[src/rtl/enemy_fire_scheduler_pkg.sv]
// Shared definitions for the enemy fire scheduler: default grid geometry,
// index-width helper, FSM state encoding and the LFSR feedback mask.
package enemy_pkg;

  localparam int unsigned N_ENEMIES_DEFAULT = 24;
  localparam int unsigned COLS_DEFAULT      = 8;

  // Galois right-shift mask for x^16 + x^14 + x^13 + x^11 + 1
  localparam int unsigned LFSR_WIDTH = 16;
  localparam logic [15:0] LFSR_TAPS  = 16'hB400;

  typedef enum logic [2:0] {
    IDLE,
    WAIT,
    PICK,
    SCAN,
    FIRE
  } state_t;

  function automatic int unsigned idx_w(input int unsigned n);
    return (n < 2) ? 1 : $clog2(n);
  endfunction

endpackage

[src/rtl/enemy_fire_scheduler_if.sv]
// Bundle between the enemy grid / bullet pool and the fire scheduler.
// master: the scheduler side; slave: the game side driving alive mask and retirements.
interface enemy_fire_scheduler_if
  import enemy_pkg::*;
#(
  parameter int unsigned N_ENEMIES = N_ENEMIES_DEFAULT,
  parameter int unsigned MAX_SHOTS = 2
) ();

  localparam int unsigned IDX_W  = idx_w(N_ENEMIES);
  localparam int unsigned SHOT_W = $clog2(MAX_SHOTS + 1);

  logic                 enable;
  logic [N_ENEMIES-1:0] enemy_alive;
  logic                 shot_done;
  logic [N_ENEMIES-1:0] fire_onehot;
  logic                 fire_valid;
  logic [IDX_W-1:0]     fire_id;
  logic [SHOT_W-1:0]    shots_active;

  modport master (
    input  enable, enemy_alive, shot_done,
    output fire_onehot, fire_valid, fire_id, shots_active
  );

  modport slave (
    output enable, enemy_alive, shot_done,
    input  fire_onehot, fire_valid, fire_id, shots_active
  );

endinterface

[src/rtl/enemy_fire_scheduler_lfsr_prng.sv]
// Free-running Galois LFSR used as the random start-index source.
// Advances every cycle regardless of game state; OUT_W selects the low bits exposed.
module lfsr_prng #(
  parameter int unsigned       WIDTH = 16,
  parameter logic [WIDTH-1:0]  SEED  = 16'hACE1,
  parameter logic [WIDTH-1:0]  TAPS  = 16'hB400,
  parameter int unsigned       OUT_W = WIDTH
) (
  input  logic             clk,
  input  logic             reset,
  output logic [OUT_W-1:0] q
);

  logic [WIDTH-1:0] state;

  // Shift right, folding the ejected bit back through the tap mask
  always_ff @(posedge clk) begin
    if (!reset) begin
      state <= SEED;
    end else begin
      state <= (state >> 1) ^ (state[0] ? TAPS : '0);
    end
  end

  assign q = state[OUT_W-1:0];

endmodule

[src/rtl/enemy_fire_scheduler.sv]
// Enemy fire scheduler: waits FIRE_DELAY cycles, picks a pseudo-random start
// index, scans forward for an eligible enemy and issues a one-cycle fire pulse,
// keeping at most MAX_SHOTS enemy bullets in flight.
// Optional build macro: ENEMY_FIRE_BOTTOM_ROW_EN (only the front enemy of each
// column may fire); undefined means every alive enemy is eligible.
module enemy_fire_scheduler
  import enemy_pkg::*;
#(
  parameter int unsigned N_ENEMIES  = N_ENEMIES_DEFAULT,
  parameter int unsigned COLS       = COLS_DEFAULT,
  parameter int unsigned DELAY_W    = 20,
  parameter int unsigned FIRE_DELAY = 100000,
  parameter int unsigned MAX_SHOTS  = 2,
  parameter logic [15:0] LFSR_SEED  = 16'hACE1
) (
  input logic clk,
  input logic reset,
  enemy_fire_scheduler_if.master bus
);

  localparam int unsigned IDX_W  = idx_w(N_ENEMIES);
  localparam int unsigned ROWS   = N_ENEMIES / COLS;
  localparam int unsigned SHOT_W = $clog2(MAX_SHOTS + 1);

  localparam logic [DELAY_W-1:0]   DELAY_LAST = DELAY_W'(FIRE_DELAY - 1);
  localparam logic [IDX_W-1:0]     PTR_LAST   = IDX_W'(N_ENEMIES - 1);
  localparam logic [IDX_W:0]       N_EXT      = (IDX_W + 1)'(N_ENEMIES);
  localparam logic [SHOT_W-1:0]    SHOT_MAX   = SHOT_W'(MAX_SHOTS);
  localparam logic [N_ENEMIES-1:0] ONE        = N_ENEMIES'(1);

  state_t               state, state_next;
  logic [DELAY_W-1:0]   count, count_next;
  logic [IDX_W-1:0]     ptr, ptr_next;
  logic [IDX_W-1:0]     probes, probes_next;
  logic [IDX_W-1:0]     lfsr_low;
  logic [IDX_W:0]       raw_ext;
  logic [IDX_W-1:0]     start_idx;
  logic [N_ENEMIES-1:0] eligible;
  logic                 terminal, room, hit, fire_sel;

  logic                 fire_valid_q;
  logic [N_ENEMIES-1:0] fire_onehot_q;
  logic [IDX_W-1:0]     fire_id_q;
  logic [SHOT_W-1:0]    shots_q;

  lfsr_prng #(
    .WIDTH (LFSR_WIDTH),
    .SEED  (LFSR_SEED),
    .TAPS  (LFSR_TAPS),
    .OUT_W (IDX_W)
  ) u_lfsr (
    .clk   (clk),
    .reset (reset),
    .q     (lfsr_low)
  );

  // Fold out-of-range random values back into 0..N_ENEMIES-1 with one subtraction
  always_comb begin
    raw_ext = {1'b0, lfsr_low};
    if (raw_ext >= N_EXT) begin
      raw_ext = raw_ext - N_EXT;
    end
    start_idx = raw_ext[IDX_W-1:0];
  end

`ifdef ENEMY_FIRE_BOTTOM_ROW_EN
  // Walk each column bottom-up; an enemy is eligible only if nothing alive sits below it
  always_comb begin : front_mask
    logic [COLS-1:0] seen;
    int unsigned     idx;
    eligible = '0;
    seen     = '0;
    idx      = 0;
    for (int unsigned ri = 0; ri < ROWS; ri++) begin
      for (int unsigned c = 0; c < COLS; c++) begin
        idx           = (ROWS - 1 - ri) * COLS + c;
        eligible[idx] = bus.enemy_alive[idx] & ~seen[c];
        seen[c]       = seen[c] | bus.enemy_alive[idx];
      end
    end
  end
`else
  // Any alive enemy may fire
  always_comb begin
    eligible = bus.enemy_alive;
  end
`endif

  // Next-state, delay counter and scan pointer; enable low overrides everything
  always_comb begin
    state_next  = state;
    count_next  = '0;
    ptr_next    = ptr;
    probes_next = probes;
    terminal    = (count == DELAY_LAST);
    room        = (shots_q < SHOT_MAX);
    hit         = eligible[ptr];

    unique case (state)
      IDLE: begin
        if (bus.enable) state_next = WAIT;
      end
      WAIT: begin
        if (terminal) begin
          if (room) state_next = PICK;
          else      count_next = count;
        end else begin
          count_next = count + 1'b1;
        end
      end
      PICK: begin
        ptr_next    = start_idx;
        probes_next = '0;
        state_next  = SCAN;
      end
      SCAN: begin
        if (hit) begin
          state_next = FIRE;
        end else begin
          ptr_next = (ptr == PTR_LAST) ? '0 : ptr + 1'b1;
          if (probes == PTR_LAST) state_next = WAIT;
          else                    probes_next = probes + 1'b1;
        end
      end
      FIRE: begin
        state_next = WAIT;
      end
      default: begin
        state_next = IDLE;
      end
    endcase

    if (!bus.enable) begin
      state_next = IDLE;
      count_next = '0;
    end
  end

  assign fire_sel = (state == SCAN) && (state_next == FIRE);

  // FSM state, delay counter and scan bookkeeping
  always_ff @(posedge clk) begin
    if (!reset) begin
      state  <= IDLE;
      count  <= '0;
      ptr    <= '0;
      probes <= '0;
    end else begin
      state  <= state_next;
      count  <= count_next;
      ptr    <= ptr_next;
      probes <= probes_next;
    end
  end

  // Registered fire outputs, launched on the SCAN hit so they coincide with FIRE
  always_ff @(posedge clk) begin
    if (!reset) begin
      fire_valid_q  <= 1'b0;
      fire_onehot_q <= '0;
      fire_id_q     <= '0;
    end else begin
      fire_valid_q  <= fire_sel;
      fire_onehot_q <= fire_sel ? (ONE << ptr) : '0;
      if (fire_sel) fire_id_q <= ptr;
    end
  end

  // In-flight count: the FIRE cycle adds one, shot_done removes one; both cancel
  always_ff @(posedge clk) begin
    if (!reset) begin
      shots_q <= '0;
    end else if ((state == FIRE) && bus.shot_done) begin
      shots_q <= shots_q;
    end else if (state == FIRE) begin
      if (shots_q < SHOT_MAX) shots_q <= shots_q + 1'b1;
    end else if (bus.shot_done && (shots_q != '0)) begin
      shots_q <= shots_q - 1'b1;
    end
  end

  assign bus.fire_valid   = fire_valid_q;
  assign bus.fire_onehot  = fire_onehot_q;
  assign bus.fire_id      = fire_id_q;
  assign bus.shots_active = shots_q;

endmodule
[src/flat_wrapper.sv]
// flat-port wrapper written by rule: the top's interface ports become plain ports
module enemy_fire_scheduler_flat import enemy_pkg::*;
#(
  parameter int unsigned N_ENEMIES  = N_ENEMIES_DEFAULT,
  parameter int unsigned COLS       = COLS_DEFAULT,
  parameter int unsigned DELAY_W    = 20,
  parameter int unsigned FIRE_DELAY = 100000,
  parameter int unsigned MAX_SHOTS  = 2,
  parameter logic [15:0] LFSR_SEED  = 16'hACE1
)
  (clk, reset, bus_enable, bus_enemy_alive, bus_shot_done, bus_fire_onehot, bus_fire_valid, bus_fire_id, bus_shots_active);
  enemy_fire_scheduler_if #(.N_ENEMIES(N_ENEMIES), .MAX_SHOTS(MAX_SHOTS)) bus_i ();
  input logic clk;
  input logic reset;
  input wire logic [$bits(bus_i.enable)-1:0] bus_enable;
  input wire logic [$bits(bus_i.enemy_alive)-1:0] bus_enemy_alive;
  input wire logic [$bits(bus_i.shot_done)-1:0] bus_shot_done;
  output wire logic [$bits(bus_i.fire_onehot)-1:0] bus_fire_onehot;
  output wire logic [$bits(bus_i.fire_valid)-1:0] bus_fire_valid;
  output wire logic [$bits(bus_i.fire_id)-1:0] bus_fire_id;
  output wire logic [$bits(bus_i.shots_active)-1:0] bus_shots_active;
  assign bus_i.enable = bus_enable;
  assign bus_i.enemy_alive = bus_enemy_alive;
  assign bus_i.shot_done = bus_shot_done;
  assign bus_fire_onehot = bus_i.fire_onehot;
  assign bus_fire_valid = bus_i.fire_valid;
  assign bus_fire_id = bus_i.fire_id;
  assign bus_shots_active = bus_i.shots_active;
  enemy_fire_scheduler #(.N_ENEMIES(N_ENEMIES), .COLS(COLS), .DELAY_W(DELAY_W), .FIRE_DELAY(FIRE_DELAY), .MAX_SHOTS(MAX_SHOTS), .LFSR_SEED(LFSR_SEED)) u_core (.clk(clk), .reset(reset), .bus(bus_i));
endmodule
[config.mk]
export PLATFORM = sky130hd
export DESIGN_NAME = enemy_fire_scheduler_flat
export DESIGN_NICKNAME = d
export VERILOG_FILES = /design/src/rtl/enemy_fire_scheduler_pkg.sv /design/src/rtl/enemy_fire_scheduler_if.sv /design/src/rtl/enemy_fire_scheduler_lfsr_prng.sv /design/src/rtl/enemy_fire_scheduler.sv /design/src/flat_wrapper.sv
export SDC_FILE = /design/constraint.sdc
export NUM_CORES = 1
export LEC_CHECK = 0
export ABC_AREA = 1
export CORE_ASPECT_RATIO = 0.9
export CORE_MARGIN = 2
export CORE_UTILIZATION = 45
export CTS_BUF_LIST = sky130_fd_sc_hd__clkbuf_16
export DETAILED_ROUTE_END_ITERATION = 8
export PLACE_DENSITY = 0.72
export SYNTH_ARGS = -nofsm -noshare
export SYNTH_HDL_FRONTEND = slang
export SYNTH_SLANG_ARGS = --single-unit
[constraint.sdc]
create_clock -name clk -period 2.1 [get_ports clk]
set_clock_uncertainty 0.15 [all_clocks]
set_input_delay 0.42 -clock clk [delete_from_list [all_inputs] [get_ports clk]]
set_output_delay 0.42 -clock clk [all_outputs]
set_load 0.005 [all_outputs]
* Word-level counts from Yosys, hierarchy flattened
Index checks and enable logic that the tools add are counted.
Storage, ports and cells: output and inout bits 32, input bits 28, bits in registers 81, word-level logic and storage cells 67
Operators by class: equal/unequal tests 12, multiplexer cells 21, reduce and logical (&&, ||, !) cells 13, shift operators 1, add/sub/neg operators 6, bitwise operators 2, magnitude comparators 3
Operators with widths (count):
- $mux W20 | 2
- $mux W5 | 5
- $shl A1 B5 Y24 const A | 1
- $add A20 B1 Y20 const B | 1
- $eq A20 B17 Y1 const B | 1
- $pmux W5 S2 | 2
- $mux W16 | 1
- $xor A15 B16 Y16 | 1
- $mux W3 | 5
- $pmux W3 S4 | 1
- $add A5 B1 Y5 const B | 2
- $eq A5 B5 Y1 const B | 2
- $reduce_and A3 Y1 | 3
- $eq A3 B2 Y1 const B | 2
- $eq A3 B3 Y1 const B | 2
- $lt A5 B6 Y1 const B | 1
- $mux W2 | 3
- $ne A2 B2 Y1 const B | 3
- $reduce_bool A2 Y1 | 3
- $bmux W1 S5 | 1
- $ge A5 B5 Y1 const B | 1
- $sub A5 B5 Y5 const B | 1
- $reduce_and A2 Y1 | 2
- $eq A3 B1 Y1 const B | 1
- 9 further kinds | 11

* Longest topological paths before layout
word-level depth 8, gate-level depth with buffers 15, mapped depth without buffers 14

* By module
From an unflattened synthesis, not the netlist that was laid out.
Unflattened totals: cells, all modules 506, area total of the unflattened synthesis 3901.2 um2
By module, submodules not included:
- enemy_fire_scheduler | seq. area each 1301.2 um2, area each 3352.0 um2, cells an instance 445, times used 1
- lfsr_prng | seq. area each 320.3 um2, area each 549.3 um2, cells an instance 61, times used 1

* Worst setup path before layout
OpenSTA, ideal clock, no wires.
path kind reg2reg, from register u_core.count[0], to register u_core.count[16], library setup time 0.119 ns, path slack 0.241 ns, data required time 1.831 ns, arrival time 1.590 ns, period minus slack after synthesis 1.859 ns, cell stages (with the launch flop) 11, path buffers 0, cell sequence dfxtp_1 -> ha_1 -> nand2_1 -> nor2_1 -> inv_1 -> nor2_1 -> inv_1 -> nor4_4 -> nand2_1 -> o21ai_0 -> a21oi_1
On the way: word-level cells in the longest chain between the ends 2, elaborated cells between the ends (all ways) 4, those cells by class add/sub (1); eq/ne (2); mux (1)
Ends and longest elaborated chain:
- start: declaration | line enemy_fire_scheduler.sv:32 | logic [DELAY_W-1:0] count, count_next;
- start signal: assignment | line enemy_fire_scheduler.sv:150 | count <= count_next;
- $add A20 B1 Y20 or $eq A20 B17 Y1 (tied branches) | line enemy_fire_scheduler.sv:108, enemy_fire_scheduler.sv:95
- $mux W20 or $ne A2 B2 Y1 (tied branches)
Parallel ways exist; a longest one is shown, timed or not. A chain may end at the register's enable or synchronous reset.

* Final worst setup path
from input port bus_enemy_alive[20], to register u_core.fire_onehot_q[16], in the netlist u_core.bus.fire_onehot[16]
On the way: word-level cells in the longest chain between the ends 8
Ends and longest elaborated chain:
- start: declaration | line flat_wrapper.sv:16 | input wire logic [$bits(bus_i.enemy_alive)-1:0] bus_enemy_alive;
- $bmux W1 S5 | line enemy_fire_scheduler.sv:97 | hit = eligible[ptr];
- $mux W1 (implied by the code) | line enemy_fire_scheduler.sv:97
- $mux W3 | line enemy_fire_scheduler.sv:117 | if (hit) begin
- $pmux W3 S4 | line enemy_fire_scheduler.sv:99 | unique case (state)
- $mux W3 | line enemy_fire_scheduler.sv:133 | if (!bus.enable) begin
- $eq A3 B3 Y1 | line enemy_fire_scheduler.sv:139 | assign fire_sel = (state == SCAN) && (state_next == FIRE);
- $logic_and A1 B1 Y1 | line enemy_fire_scheduler.sv:139
- $reduce_and A2 Y1 (no line)
- end signal: assignment | line enemy_fire_scheduler.sv:164 | fire_onehot_q <= fire_sel ? (ONE << ptr) : '0;
- end: declaration | line enemy_fire_scheduler.sv:42 | logic [N_ENEMIES-1:0] fire_onehot_q;
No other way between the ends. The select of a mux whose other input is x is not followed.

==> flow_results.org <==
** Timing
- RSZ-0062 raised after global routing :: yes
- Minimum setup slack in the final design :: 0.0847 ns
- Measured against its own limit, the worst slew margin works out to 0.704.
- The hold violation count in the final report came to 0.
- Final-layout setup total negative slack :: 0 ns
- Min Tclk post-route :: 2.02 ns
- Final period util :: 0.960
- At the pin with the least slew margin, the transition time is 0.440 ns.
- Worst hold-check slack :: 0.261 ns
- Timing would allow up to 0.496 GHz.
- Number of pins exceeding their max-slew limit in the final report :: 0
- Setup violations remaining at the end of the flow were counted as 0.

** Detailed routing
- In the routed layout, each cell is associated on average with a via count of 5.10.
- Dividing the detail-routed wire length by the instance count gives 13.0 µm.
- In the routed design, unresolved DRC markers number 0.
- The first TritonRoute pass finished after 5 iterations.
- In this run, the number of DRC markers left after iteration 0 of detailed routing was 253.
- Total wire length :: 8900 µm
- Once detail routing completed, the nets flagged for antenna violations numbered 0.
- The final route contains 3495 vias.

** Global routing
- First-pass GRT wire length :: 15100 µm
- In the global route stage, overall resource usage came out at 0.214.
- Entering global routing, the biggest net connects 21 pins.
- The total overflow left after global routing is 0.
- Initial antenna violation count :: 0
- The via count of the first global-routing pass was 3260.

** Finish
- Area delta synth->final :: 33.3%
- Once layout is done, the placed cells without fillers occupy 4840 µm².
- Of the cells placed in the final design, the portion with a size suffix greater than 1 is 0.125.
- After the last flow step, the layout net total stands at 619.
- Finished Core Util :: 0.609
- For this run, the number of standard cells in the final layout without fillers is 685.
- The number of antenna diodes in the final layout is 0.

** Pwr
- Clock network power share :: 0.468
- Sequential share of power :: 0.489
- Of the total power, the share spent switching nets is 0.207.
- Net Sw Power :: 0.665 mW
- Maximum resistive drop on vdd :: 0.505 mV
- The internal power of the cells totals 2.54 mW.
- Power comes to 3.21 mW.
- Power density relative to cell area :: 662 nW/µm²
- The share of total power dissipated in combinational logic is 0.043.
- For this design the static power due to leakage is 2.00 nW.

** Clock tree
- After clock tree synthesis, the flow added hold-fix buffers numbering 0.
- Longest Clk Path Bufs :: 2
- Number of clock sinks :: 81
- The clock tree synthesis step divided the H-tree into 3 levels.
- The clock reaches the later pin of the worst-skew pair after 0.33 ns.
- TritonCTS created 9 clock buffers.
- The tree is rooted in a sky130_fd_sc_hd__clkbuf_16.
- TritonCTS built the clock tree.
- After clock tree synthesis, the clock-pin slew on the worst setup and hold paths is 0.06 ns.

** Placed design
- Count of buffers from port buffering :: 59
- DP HPWL :: 6620 µm
- Cell count after placement :: 667
- Pre-CTS setup slack :: -0.251 ns
- After detailed placement, the total cell area comes to 4480 µm².
- RD Place Congestion :: 0.912

** Logic synthesis
- In the synthesized netlist the dominant register cell turns out to be sky130_fd_sc_hd__dfxtp_1.
- For this run, the number of Yosys warnings is 0.
- When the netlist entered floorplanning its net count stood at 531.
- Post-Syn Area :: 3630 µm²
- Mapped Cells :: 494
- Share of synthesized flip-flops with an asynchronous set or reset :: 0
- Sequential cell area fraction in the yosys report :: 0.446
- Count of flip-flops with a built-in enable after synthesis :: 0
- Synthesis inferred 81 register bits.
- Average size of a mapped cell :: 7.36 µm²
- Number of distinct library cells after synthesis :: 37

** Worst setup path
- Data required time at the worst endpoint :: 2.21 ns
- Reg-to-reg critical path endpoint :: u_core.bus.fire_onehot[16]$_SDFF_PN0_
- Reg2Reg Setup Slack :: 0.10 ns
- Data arrival time of the critical path :: 2.13 ns
- Of all nets on the critical path, the largest fanout is 15.
- Measured in cells, the most critical reg-to-reg path has a length of 10.
- Crit path capture type :: flip-flop
- The startpoint identified for the worst register-to-register timing path is u_core.ptr[2]$_SDFFE_PN0P_.
- Crit Path Class :: input pin to flip-flop
- CP startpoint kind :: input pin

** Min path
- The worst hold path belongs to the class flip-flop to flip-flop.
- Hold Crit Depth :: 1
- Endpoint of the worst hold-timing path :: u_core.u_lfsr.state[5]$_SDFF_PN1_
- The worst hold path begins at u_core.u_lfsr.state[6]$_SDFF_PN1_.

** Floorplan
- The region available for standard cell placement spans 7950 µm².
- Row cnt :: 31
- The floorplan step defined a die boundary enclosing 8810 µm².
- For this configuration, the core starts out at a cell density of 0.457.
- Die X :: 98.7 µm
- 60 I/O pins were placed.
- Chip height :: 89.3 µm

** Run status
- Status :: finished clean

** Job
- Max-capacitance violation count :: 0
-- worst max-delay path by stage --
stage / start / endpoint / slack (ns) / cells past startpoint
2_1_floorplan: u_core.count[0]$_SDFFE_PN0P_ / u_core.count[16]$_SDFFE_PN0P_ / 0.24 / 10
3_3_place_gp: bus_enemy_alive[20] / u_core.bus.fire_onehot[16]$_SDFF_PN0_ / -0.14 / 11
3_5_place_dp: bus_enemy_alive[20] / u_core.bus.fire_onehot[19]$_SDFF_PN0_ / -0.25 / 11
4_1_cts: u_core.ptr[0]$_SDFFE_PN0P_ / u_core.bus.fire_onehot[19]$_SDFF_PN0_ / 0.004 / 11
5_1_grt: bus_enemy_alive[13] / u_core.bus.fire_onehot[15]$_SDFF_PP0_ / -0.05 / 13
6_report: bus_enemy_alive[20] / u_core.bus.fire_onehot[16]$_SDFF_PN0_ / 0.08 / 11
-- worst max-delay path, stage by stage --
cell,delay (ns)
sky130_fd_sc_hd__clkdlybuf4s50_1,0.49
sky130_fd_sc_hd__nor2_1,0.05
sky130_fd_sc_hd__nor2_1,0.09
sky130_fd_sc_hd__o21ai_1,0.08
sky130_fd_sc_hd__o211ai_1,0.10
sky130_fd_sc_hd__nand3_2,0.12
sky130_fd_sc_hd__nand2_2,0.13
sky130_fd_sc_hd__nand2_8,0.10
sky130_fd_sc_hd__nor3_4,0.29
sky130_fd_sc_hd__nand2_4,0.13
sky130_fd_sc_hd__nor2_2,0.12
-- synthesized netlist by cell type (2+ instances only) --
master                     count  area [µm²]
sky130_fd_sc_hd__o211ai_1      4        30.0
sky130_fd_sc_hd__inv_2         4        15.0
sky130_fd_sc_hd__o22ai_1       2        12.5
sky130_fd_sc_hd__nand2_1      98         368
sky130_fd_sc_hd__a32oi_1       2        17.5
sky130_fd_sc_hd__nor2_1       64         240
sky130_fd_sc_hd__or2_2         5        31.3
sky130_fd_sc_hd__ha_1          9         113
sky130_fd_sc_hd__clkbuf_1      4        15.0
sky130_fd_sc_hd__xor2_1        4        35.0
sky130_fd_sc_hd__nand2_2       2        12.5
sky130_fd_sc_hd__dfxtp_1      81        1620
sky130_fd_sc_hd__a21oi_1      26         130
sky130_fd_sc_hd__nand3_1      29         145
sky130_fd_sc_hd__a211oi_1      2        15.0
sky130_fd_sc_hd__inv_1        68         255
sky130_fd_sc_hd__nor3_1       23         115
sky130_fd_sc_hd__nor4_1        6        37.5
sky130_fd_sc_hd__buf_2         4        20.0
sky130_fd_sc_hd__nor3b_1       3        22.5
sky130_fd_sc_hd__nand4_1      13        81.3
sky130_fd_sc_hd__o21ai_0      19        95.1
sky130_fd_sc_hd__buf_6         4        45.0
sky130_fd_sc_hd__o21ai_1       5        25.0
-- registers in the layout, indices dropped and copies added (netlist names) --
name                     cells
u_core.bus.fire_id           5
u_core.bus.fire_onehot      24
u_core.bus.fire_valid        1
u_core.bus.shots_active      2
u_core.count                20
u_core.probes                5
u_core.ptr                   5
u_core.state                 3
u_core.u_lfsr.state         16
-- cell families after synthesis --
family	Yosys count	share of synthesized area
simple gates	249	0.311
flops	81	0.446
compound gates	64	0.0985
xor+xnor	5	0.0120
fa+ha+maj	9	0.0310
buf+inv	85	0.0981
mux	1	0.00310
-- routing by layer --
metal,share of wire,global-route usage
met5,0,0
met4,0.011,0.0697
met3,0.044,0.0485
met2,0.46,0.352
met1,0.48,0.285
-- area by class of cell --
type                            count  area [µm²]
Fill cell                         694        3110
Clock buffer                        9         225
Tap cell                           99         124
Multi-Input combinational cell    328        1700
Clock inverter                      6        60.1
Timing Repair Buffer               89         832
Sequential cell                    81        1620
Inverter                           73         279
-- timing repair --
action / in CTS / in global routing
resized for setup: 0 / 15
setup buffers: 0 / 3
endpoints found under the hold margin: 0 / 0
endpoints found under the setup margin: 0 / 37
-- cells in the final DEF (no fill, tap or decap), types with 5 or more instances in the layout --
| cell type | n |
|---|---|
| sky130_fd_sc_hd__nand2_1 | 97 |
| sky130_fd_sc_hd__dfxtp_1 | 80 |
| sky130_fd_sc_hd__inv_1 | 68 |
| sky130_fd_sc_hd__nor2_1 | 59 |
| sky130_fd_sc_hd__clkdlybuf4s50_1 | 59 |
| sky130_fd_sc_hd__buf_4 | 28 |
| sky130_fd_sc_hd__nand3_1 | 27 |
| sky130_fd_sc_hd__a21oi_1 | 26 |
| sky130_fd_sc_hd__nor3_1 | 23 |
| sky130_fd_sc_hd__o21ai_0 | 18 |
| sky130_fd_sc_hd__nand4_1 | 13 |
| sky130_fd_sc_hd__ha_1 | 9 |
| sky130_fd_sc_hd__clkbuf_16 | 9 |
| sky130_fd_sc_hd__o21ai_1 | 6 |
| sky130_fd_sc_hd__nor4_1 | 6 |
| sky130_fd_sc_hd__or2_2 | 5 |
-- power groups by stage --
stage | logic [mW] | registers, mW | clock network [mW]
2_1_floorplan | 0.0626 | 1.60 | 0
3_3_place_gp | 0.134 | 1.60 | 0
3_5_place_dp | 0.137 | 1.60 | 0
4_1_cts | 0.138 | 1.57 | 1.53
5_1_grt | 0.155 | 1.57 | 1.61
6_report | 0.139 | 1.57 | 1.50
(Power assumes the default switching activity.)
